## config.mk

```make
export PLATFORM = sky130hd
export DESIGN_NAME = trap_ctrl
export DESIGN_NICKNAME = d
export VERILOG_FILES = /design/src/rtl/trap_ctrl.sv
export SDC_FILE = /design/constraint.sdc
export NUM_CORES = 1
export LEC_CHECK = 0
export CAP_MARGIN = 20
export CELL_PAD_IN_SITES_DETAIL_PLACEMENT = 1
export CELL_PAD_IN_SITES_GLOBAL_PLACEMENT = 1
export CORE_MARGIN = 5
export CORE_UTILIZATION = 27
export CTS_BUF_LIST = sky130_fd_sc_hd__clkbuf_8
export DETAILED_ROUTE_END_ITERATION = 10
export GPL_ROUTABILITY_DRIVEN = 1
export PLACE_DENSITY_LB_ADDON = 0.1
export SLEW_MARGIN = 30
export SYNTH_ARGS = -nofsm -noshare
export SYNTH_HDL_FRONTEND = slang
export SYNTH_SLANG_ARGS = --single-unit
```

## constraint.sdc

```tcl
create_clock -name clk -period 5 [get_ports clk]
set_input_delay 1 -clock clk [delete_from_list [all_inputs] [get_ports clk]]
set_output_delay 1 -clock clk [all_outputs]
set_load 0.02 [all_outputs]
```

## src/rtl/trap_ctrl.sv

```systemverilog
// trap_ctrl: commit-time trap/return sequencer (drain, commit, redirect).
// Optional TRAP_VECTORED_EN: vectored interrupt targets when mtvec[1:0]==01.
module trap_ctrl (
  input  logic        clk,
  input  logic        rst,
  input  logic        exc_valid,
  input  logic [4:0]  exc_code,
  input  logic [31:0] exc_pc,
  input  logic [31:0] exc_tval,
  input  logic        mret_req,
  input  logic        sret_req,
  input  logic [31:0] int_pc,
  input  logic        timer_interrupt,
  input  logic        mie_mtie,
  input  logic        mstatus_mie,
  input  logic [1:0]  priv_mode,
  input  logic [31:0] mtvec,
  input  logic [31:0] mepc,
  input  logic [31:0] sepc,
  input  logic        pipe_idle,
  output logic        trap_enter,
  output logic [31:0] trap_cause,
  output logic [31:0] trap_pc,
  output logic [31:0] trap_val,
  output logic        mret_exec,
  output logic        sret_exec,
  output logic        flush,
  output logic        redirect_valid,
  output logic [31:0] redirect_pc,
  output logic        busy
);

  typedef enum logic [1:0] {
    IDLE, DRAIN, COMMIT, REDIRECT
  } state_t;

  typedef enum logic [1:0] {
    K_TRAP, K_MRET, K_SRET
  } kind_t;

  state_t      state_q, state_d;
  kind_t       kind_q, sel_kind;
  logic [31:0] cause_q, pc_q, val_q;
  logic [31:0] sel_cause, sel_pc, sel_val;
  logic [31:0] tgt_pc, base_pc;
  logic        irq, ev;

  assign irq = timer_interrupt & mie_mtie
             & (mstatus_mie | (priv_mode != 2'b11));
  assign ev  = exc_valid | irq | mret_req | sret_req;

  // Priority select of the single event taken this cycle.
  always_comb begin
    sel_kind  = K_TRAP;
    sel_cause = '0;
    sel_pc    = '0;
    sel_val   = '0;
    if (exc_valid) begin
      sel_cause = {27'b0, exc_code};
      sel_pc    = exc_pc;
      sel_val   = exc_tval;
    end else if (irq) begin
      sel_cause = 32'h8000_0007;
      sel_pc    = int_pc;
    end else if (mret_req) begin
      sel_kind = K_MRET;
    end else if (sret_req) begin
      sel_kind = K_SRET;
    end
  end

  // Next-state logic; events outside IDLE are dropped.
  always_comb begin
    state_d = state_q;
    unique case (state_q)
      IDLE:     if (ev) state_d = pipe_idle ? COMMIT : DRAIN;
      DRAIN:    if (pipe_idle) state_d = COMMIT;
      COMMIT:   state_d = REDIRECT;
      REDIRECT: state_d = IDLE;
    endcase
  end

  assign base_pc = {mtvec[31:2], 2'b00};

  // Redirect target from the latched event kind and current CSRs.
  always_comb begin
    tgt_pc = base_pc;
    unique case (kind_q)
      K_MRET:  tgt_pc = mepc;
      K_SRET:  tgt_pc = sepc;
      default: begin
`ifdef TRAP_VECTORED_EN
        if (cause_q[31] && mtvec[1:0] == 2'b01)
          tgt_pc = base_pc + {25'b0, cause_q[4:0], 2'b00};
`endif
      end
    endcase
  end

`ifndef TRAP_VECTORED_EN
  logic unused_mode;
  assign unused_mode = ^mtvec[1:0];
`endif

  // State register.
  always_ff @(posedge clk or posedge rst) begin
    if (rst) state_q <= IDLE;
    else     state_q <= state_d;
  end

  // Event latches, captured only when an event is accepted in IDLE.
  always_ff @(posedge clk or posedge rst) begin
    if (rst) begin
      kind_q  <= K_TRAP;
      cause_q <= '0;
      pc_q    <= '0;
      val_q   <= '0;
    end else if (state_q == IDLE && ev) begin
      kind_q  <= sel_kind;
      cause_q <= sel_cause;
      pc_q    <= sel_pc;
      val_q   <= sel_val;
    end
  end

  // Target is sampled in COMMIT so a same-commit CSR write is not seen.
  always_ff @(posedge clk or posedge rst) begin
    if (rst)                    redirect_pc <= '0;
    else if (state_q == COMMIT) redirect_pc <= tgt_pc;
  end

  assign trap_enter = (state_q == COMMIT) && (kind_q == K_TRAP);
  assign mret_exec  = (state_q == COMMIT) && (kind_q == K_MRET);
  assign sret_exec  = (state_q == COMMIT) && (kind_q == K_SRET);
  assign trap_cause = cause_q;
  assign trap_pc    = pc_q;
  assign trap_val   = val_q;

  assign redirect_valid = (state_q == REDIRECT);
  assign flush          = (state_q != IDLE);
  assign busy           = (state_q != IDLE);

endmodule

```

* Yosys cells after proc, flatten, opt, wreduce, memory -nomap -nowiden *
Index checks and enable logic that the tools add are counted.

cells by class
  add/subtract/negate cells = 0
  multiply operators = 0
  div/mod/pow operators = 0
  order comparisons = 0
  eq/ne operators = 8
  shift-type cells = 0
  muxes and demuxes = 14
  bitwise logic cells = 6
  reduce and logical (&&, ||, !) cells = 8

operator list
  cell                count
  $mux 32             5
  $pmux 32 s2         1
  $mux 2              7
  $pmux 2 s4          1
  $eq 2x2->1 const B  3
  $ne 2x2->1 const B  3
  $eq 2x1->1 const B  2
  $logic_and 1x1->1   4
  $logic_not 2->1     2
  $or 1x1->1          4
  $and 1x1->1         2
  $reduce_and 2->1    1
  $reduce_bool 2->1   1

storage, ports and cells
  bits in registers = 132
  latch bits = 0
  RAM bits = 0
  ROM bits = 0
  memories = 0

* Depth between registers and ports, before layout *
  depth in word-level cells = 8
  depth in mapped cells = 7
  mapped depth without buffers = 5

* Worst setup path before layout *
OpenSTA, ideal clock, no wires.

  path type = reg-to-output
  from = register state_q[0]
  to = output port mret_exec
  arrival time = 1.369 ns
  data required time = 4.000 ns
  setup slack = 2.631 ns
  stages on the path, launching flop included = 6
  buffers on the path = 2
  cell sequence = dfrtp_1 -> inv_1 -> ha_1 -> buf_2 -> buf_1 -> and2_1

on the way
  cells in the longest elaborated chain, start to end = 2

RTL lines
  element                   RTL line  source
  start: declaration        41        state_t state_q, state_d;
  start signal: assignment  108       else state_q <= state_d;
  $eq 2x2->1                133       assign mret_exec = (state_q == COMMIT) && (kind_q == K_MRET);
  $logic_and 1x1->1         133
  end: declaration          25        output logic mret_exec,

No other way between the ends.

* Worst setup path after layout *
  from = register state_q[0]
  to = output port trap_enter

on the way
  cells in the longest elaborated chain, start to end = 2

RTL lines
  element            RTL line  source
  $eq 2x2->1         132       assign trap_enter = (state_q == COMMIT) && (kind_q == K_TRAP);
  $logic_and 1x1->1  132
  end: declaration   21        output logic trap_enter,

No other way between the ends.

==> results.md <==
* Worst setup EP type: output port
* Remaining antenna violation count at 0
* Setup TNS at 0 ns
* Post-CTS Hold Fix Bufs at 0
* Worst setup path end: trap_enter
* Die width at about 150 microns
* Setup violators final at 0
* Delay-heaviest family, CP: buffers and inverters
* Synthesized instance count at 446
* Worst Reg-to-Reg Cells at 6
* Die height at between 150 and 200 microns
* CTS Sinks at roughly 110
* Worst flop-to-flop path endpoint: trap_pc[24]$_DFFE_PP0P_
* Synth cell types at 32
* Largest net degree at the start of global routing at 71
* Critical Path, Cell by Cell: inv_1 > ha_2 > and2_1 > clkdlybuf4s50_1
* Slew margin rel. at 41.8%
* Worst vdd ir at 0.000344 V
* CTS tree: done
* Total track usage at between 10% and 20%
* Final Critical Period at roughly 3.6 ns
* Min-delay worst type: register to register
* Count of buffers from port buffering at about 310
* Worst R2R Setup Slack at 2.85 ns
* CP Data Required Time at around 4.0 ns
* Synthesis-to-finish area growth at 65.7%
* Critical Path Start Type: register
* Status: finished, final reports clean
* Non-Filler Instances at ~1,000
* Hpwl dp at around 15,000 microns
* Fin. Hold Viols at 0
* CTS H-tree lvls at 3
* Vias in the first global route at roughly 5,200
* Pre-CTS WS at 1.64 ns
* CTS Buf Count at 9
* Fraction of layout cells with a size suffix above 1 at approximately 12%
* Placed cells at between 900 and 1,000
* Ports at approximately 340
* Netlist Area Pre-Place at 5320 sq um
* Power Density at 602 nW/um^2
* PnR worst setup slack at around 1.4 ns
* CTS clock-pin slew for the worst setup and hold paths at between 0.1 and 0.15 ns
* Syn_area_per_cell at around 12 sq um
* Seq/Total Area, Yosys at 49.9%
* Worst R2R Start: state_q[0]$_DFFE_PP0P_
* Setup CP Type: register to output port
* Resize count post-CTS at 0
* Max Slew Vio Count at 0
* Yosys reg bits at 106
* Cell row count at between 50 and 60
* Routed len/inst at ~19 microns
* Commonest non-fill, non-tap cells in the layout: clkdlybuf4s50_1 (313), dfrtp_1 (106), a22o_1 (66)
* Initial antenna violation count at 3
* Layout Utilization at roughly 45%
* Max Buffers Root-to-Sink at 2
* Initial detailed-routing violation count at about 150
* Initial Utilization at 27.3%
* Final period util at 72.6%
* DRT Pass-1 Iters at 4
* Yosys warnings at 0
* Fmax at roughly 280 MHz
* Pwr Total at 5310 uW
* CORE AREA at a little under 20,000 sq um
* Worst path bufs/invs at 2
* Vias at about 4,700
* Commonest non-fill, non-tap cell in the layout: clkdlybuf4s50_1
* Worst endpoint data arrival time at between 2 and 3 ns
* First-pass GRT wire length at approximately 29,000 microns
* Clk root buf: clkbuf_8
* CP max stage cell: ha_2
* Final GP Congestion at between 0.7 and 0.8
* Max Cap Viol at 0
* Setup Buffers After CTS at 0
* Worst path depth at 4
* RSZ-0062 raised after global routing: false
* Nets at 955
* Setup crit start: state_q[0]$_DFFE_PP0P_
* Die area at around 23,000 sq um
* Post-Route WL at approximately 19,000 microns
* Worst-margin pin slew at approximately 0.87 ns
* Leak Pwr at 0.00378 uW
* Worst-path maximum fanout at 37
* DRC at 0
* Crit path largest cell delay at between 0.7 and 0.8 ns
* Vias per inst at around 4.6
* Clk_skew at approximately 0.021 ns
* Clock Latency Late Sink at 0.39 ns
* Global route overflow at 0
-- flip-flops by register name, summed over array words and instances (netlist names) --
name	count
trap_val	32
redirect_pc	32
trap_pc	32
kind_q	2
trap_cause	6
state_q	2
-- how the worst min path moves through the flow --
stage	start	end	slack [ns]	depth (start not counted)
2_1_floorplan	state_q[1]$_DFFE_PP0P_	state_q[1]$_DFFE_PP0P_	0.51	1
6_report	redirect_pc[22]$_DFFE_PP0P_	redirect_pc[22]$_DFFE_PP0P_	0.51	1
4_1_cts	trap_val[0]$_DFFE_PP0P_	trap_val[0]$_DFFE_PP0P_	0.52	1
3_3_place_gp	trap_val[25]$_DFFE_PP0P_	trap_val[25]$_DFFE_PP0P_	0.48	1
5_1_grt	trap_val[27]$_DFFE_PP0P_	trap_val[27]$_DFFE_PP0P_	0.53	1
3_5_place_dp	trap_val[9]$_DFFE_PP0P_	trap_val[9]$_DFFE_PP0P_	0.49	1
-- metrics by stage --
stage               hold WS [ns]  area [sq um]
floorplan                  0.506          5410
global placement           0.484          8570
detailed placement         0.486          8580
CTS                        0.518          8790
global route               0.535          8820
finish                     0.513          8820
-- metal layers --
| layer | vias to the layer above | wire (microns) | global-route usage [%] | share of wire, % |
|---|---|---|---|---|
| li1 | 2161 | - | - | - |
| met1 | 2236 | 7330 | 18.4 | 39 |
| met2 | 219 | 9230 | 27.5 | 49 |
| met3 | 34 | 1890 | 6.14 | 9.9 |
| met4 | 4 | 544 | 6.27 | 2.9 |
| met5 | - | 25 | 0 | 0.13 |
-- cell type report --
cell class	count	area, sq um
antenna	1	2.50
clock buffer	10	138
clock inverter	6	73.8
fill	2104	10600
inverter	13	51.3
multi-input combinational	288	2350
sequential	106	2650
tap	265	332
timing repair buffer	321	3210
-- Yosys cell counts --
cell / n / area, sq um
o2bb2ai_1: 1 / 8.76
a22oi_1: 32 / 240
nand2b_1: 1 / 6.26
mux2i_1: 3 / 30.0
nand3_1: 1 / 5.00
buf_1: 1 / 3.75
nand3b_1: 1 / 7.51
a22o_1: 66 / 578
nor2_1: 34 / 128
mux2_4: 33 / 495
buf_2: 8 / 40.0
dfrtp_1: 106 / 2650
a2bb2oi_1: 1 / 8.76
ha_1: 8 / 100
buf_4: 27 / 203
a21oi_1: 35 / 175
clkbuf_1: 23 / 86.3
nor2b_1: 1 / 6.26
conb_1: 1 / 3.75
buf_6: 5 / 56.3
o211ai_1: 1 / 7.51
and2_1: 3 / 18.8
and3b_1: 1 / 8.76
o21ai_0: 2 / 10.0
nand2_1: 2 / 7.51
o22ai_1: 2 / 12.5
inv_1: 13 / 48.8
o2111ai_1: 1 / 8.76
a21o_1: 1 / 7.51
mux2_2: 30 / 338
o21a_1: 1 / 7.51
nor3_2: 1 / 10.0
-- kinds of logic (layout without fill, tap and decap cells) --
logic type / after synthesis / in the layout / share of synthesized area (%)
flip-flops: 106 / 106 / 49.9
multiplexers: 66 / 66 / 16.2
adder cells (fa/ha/maj): 8 / 8 / 1.88
buffers and inverters: 77 / 350 / 8.23
AND/OR/NAND/NOR: 45 / 45 / 3.72
other: 1 / 27 / 0.0705
AO/OA/AOI/OAI: 143 / 143 / 20.0
-- worst register-to-register path, stage by stage, from the launching register on --
cell and delay [ns]:
dfrtp_1 0.39, inv_1 0.11, ha_1 0.30, inv_1 0.20
a21o_4 0.36, buf_16 0.32, mux2_4 0.36
-- where the power goes --
| group | total, uW | switching, uW | internal, uW | leakage [uW] |
|---|---|---|---|---|
| Clock | 573 | 320 | 254 | 0.000112 |
| Combinational | 3230 | 1590 | 1640 | 0.00234 |
| Sequential | 1500 | 230 | 1270 | 0.00133 |
| Total | 5310 | 2140 | 3170 | 0.00378 |
(Power assumes the default switching activity.)
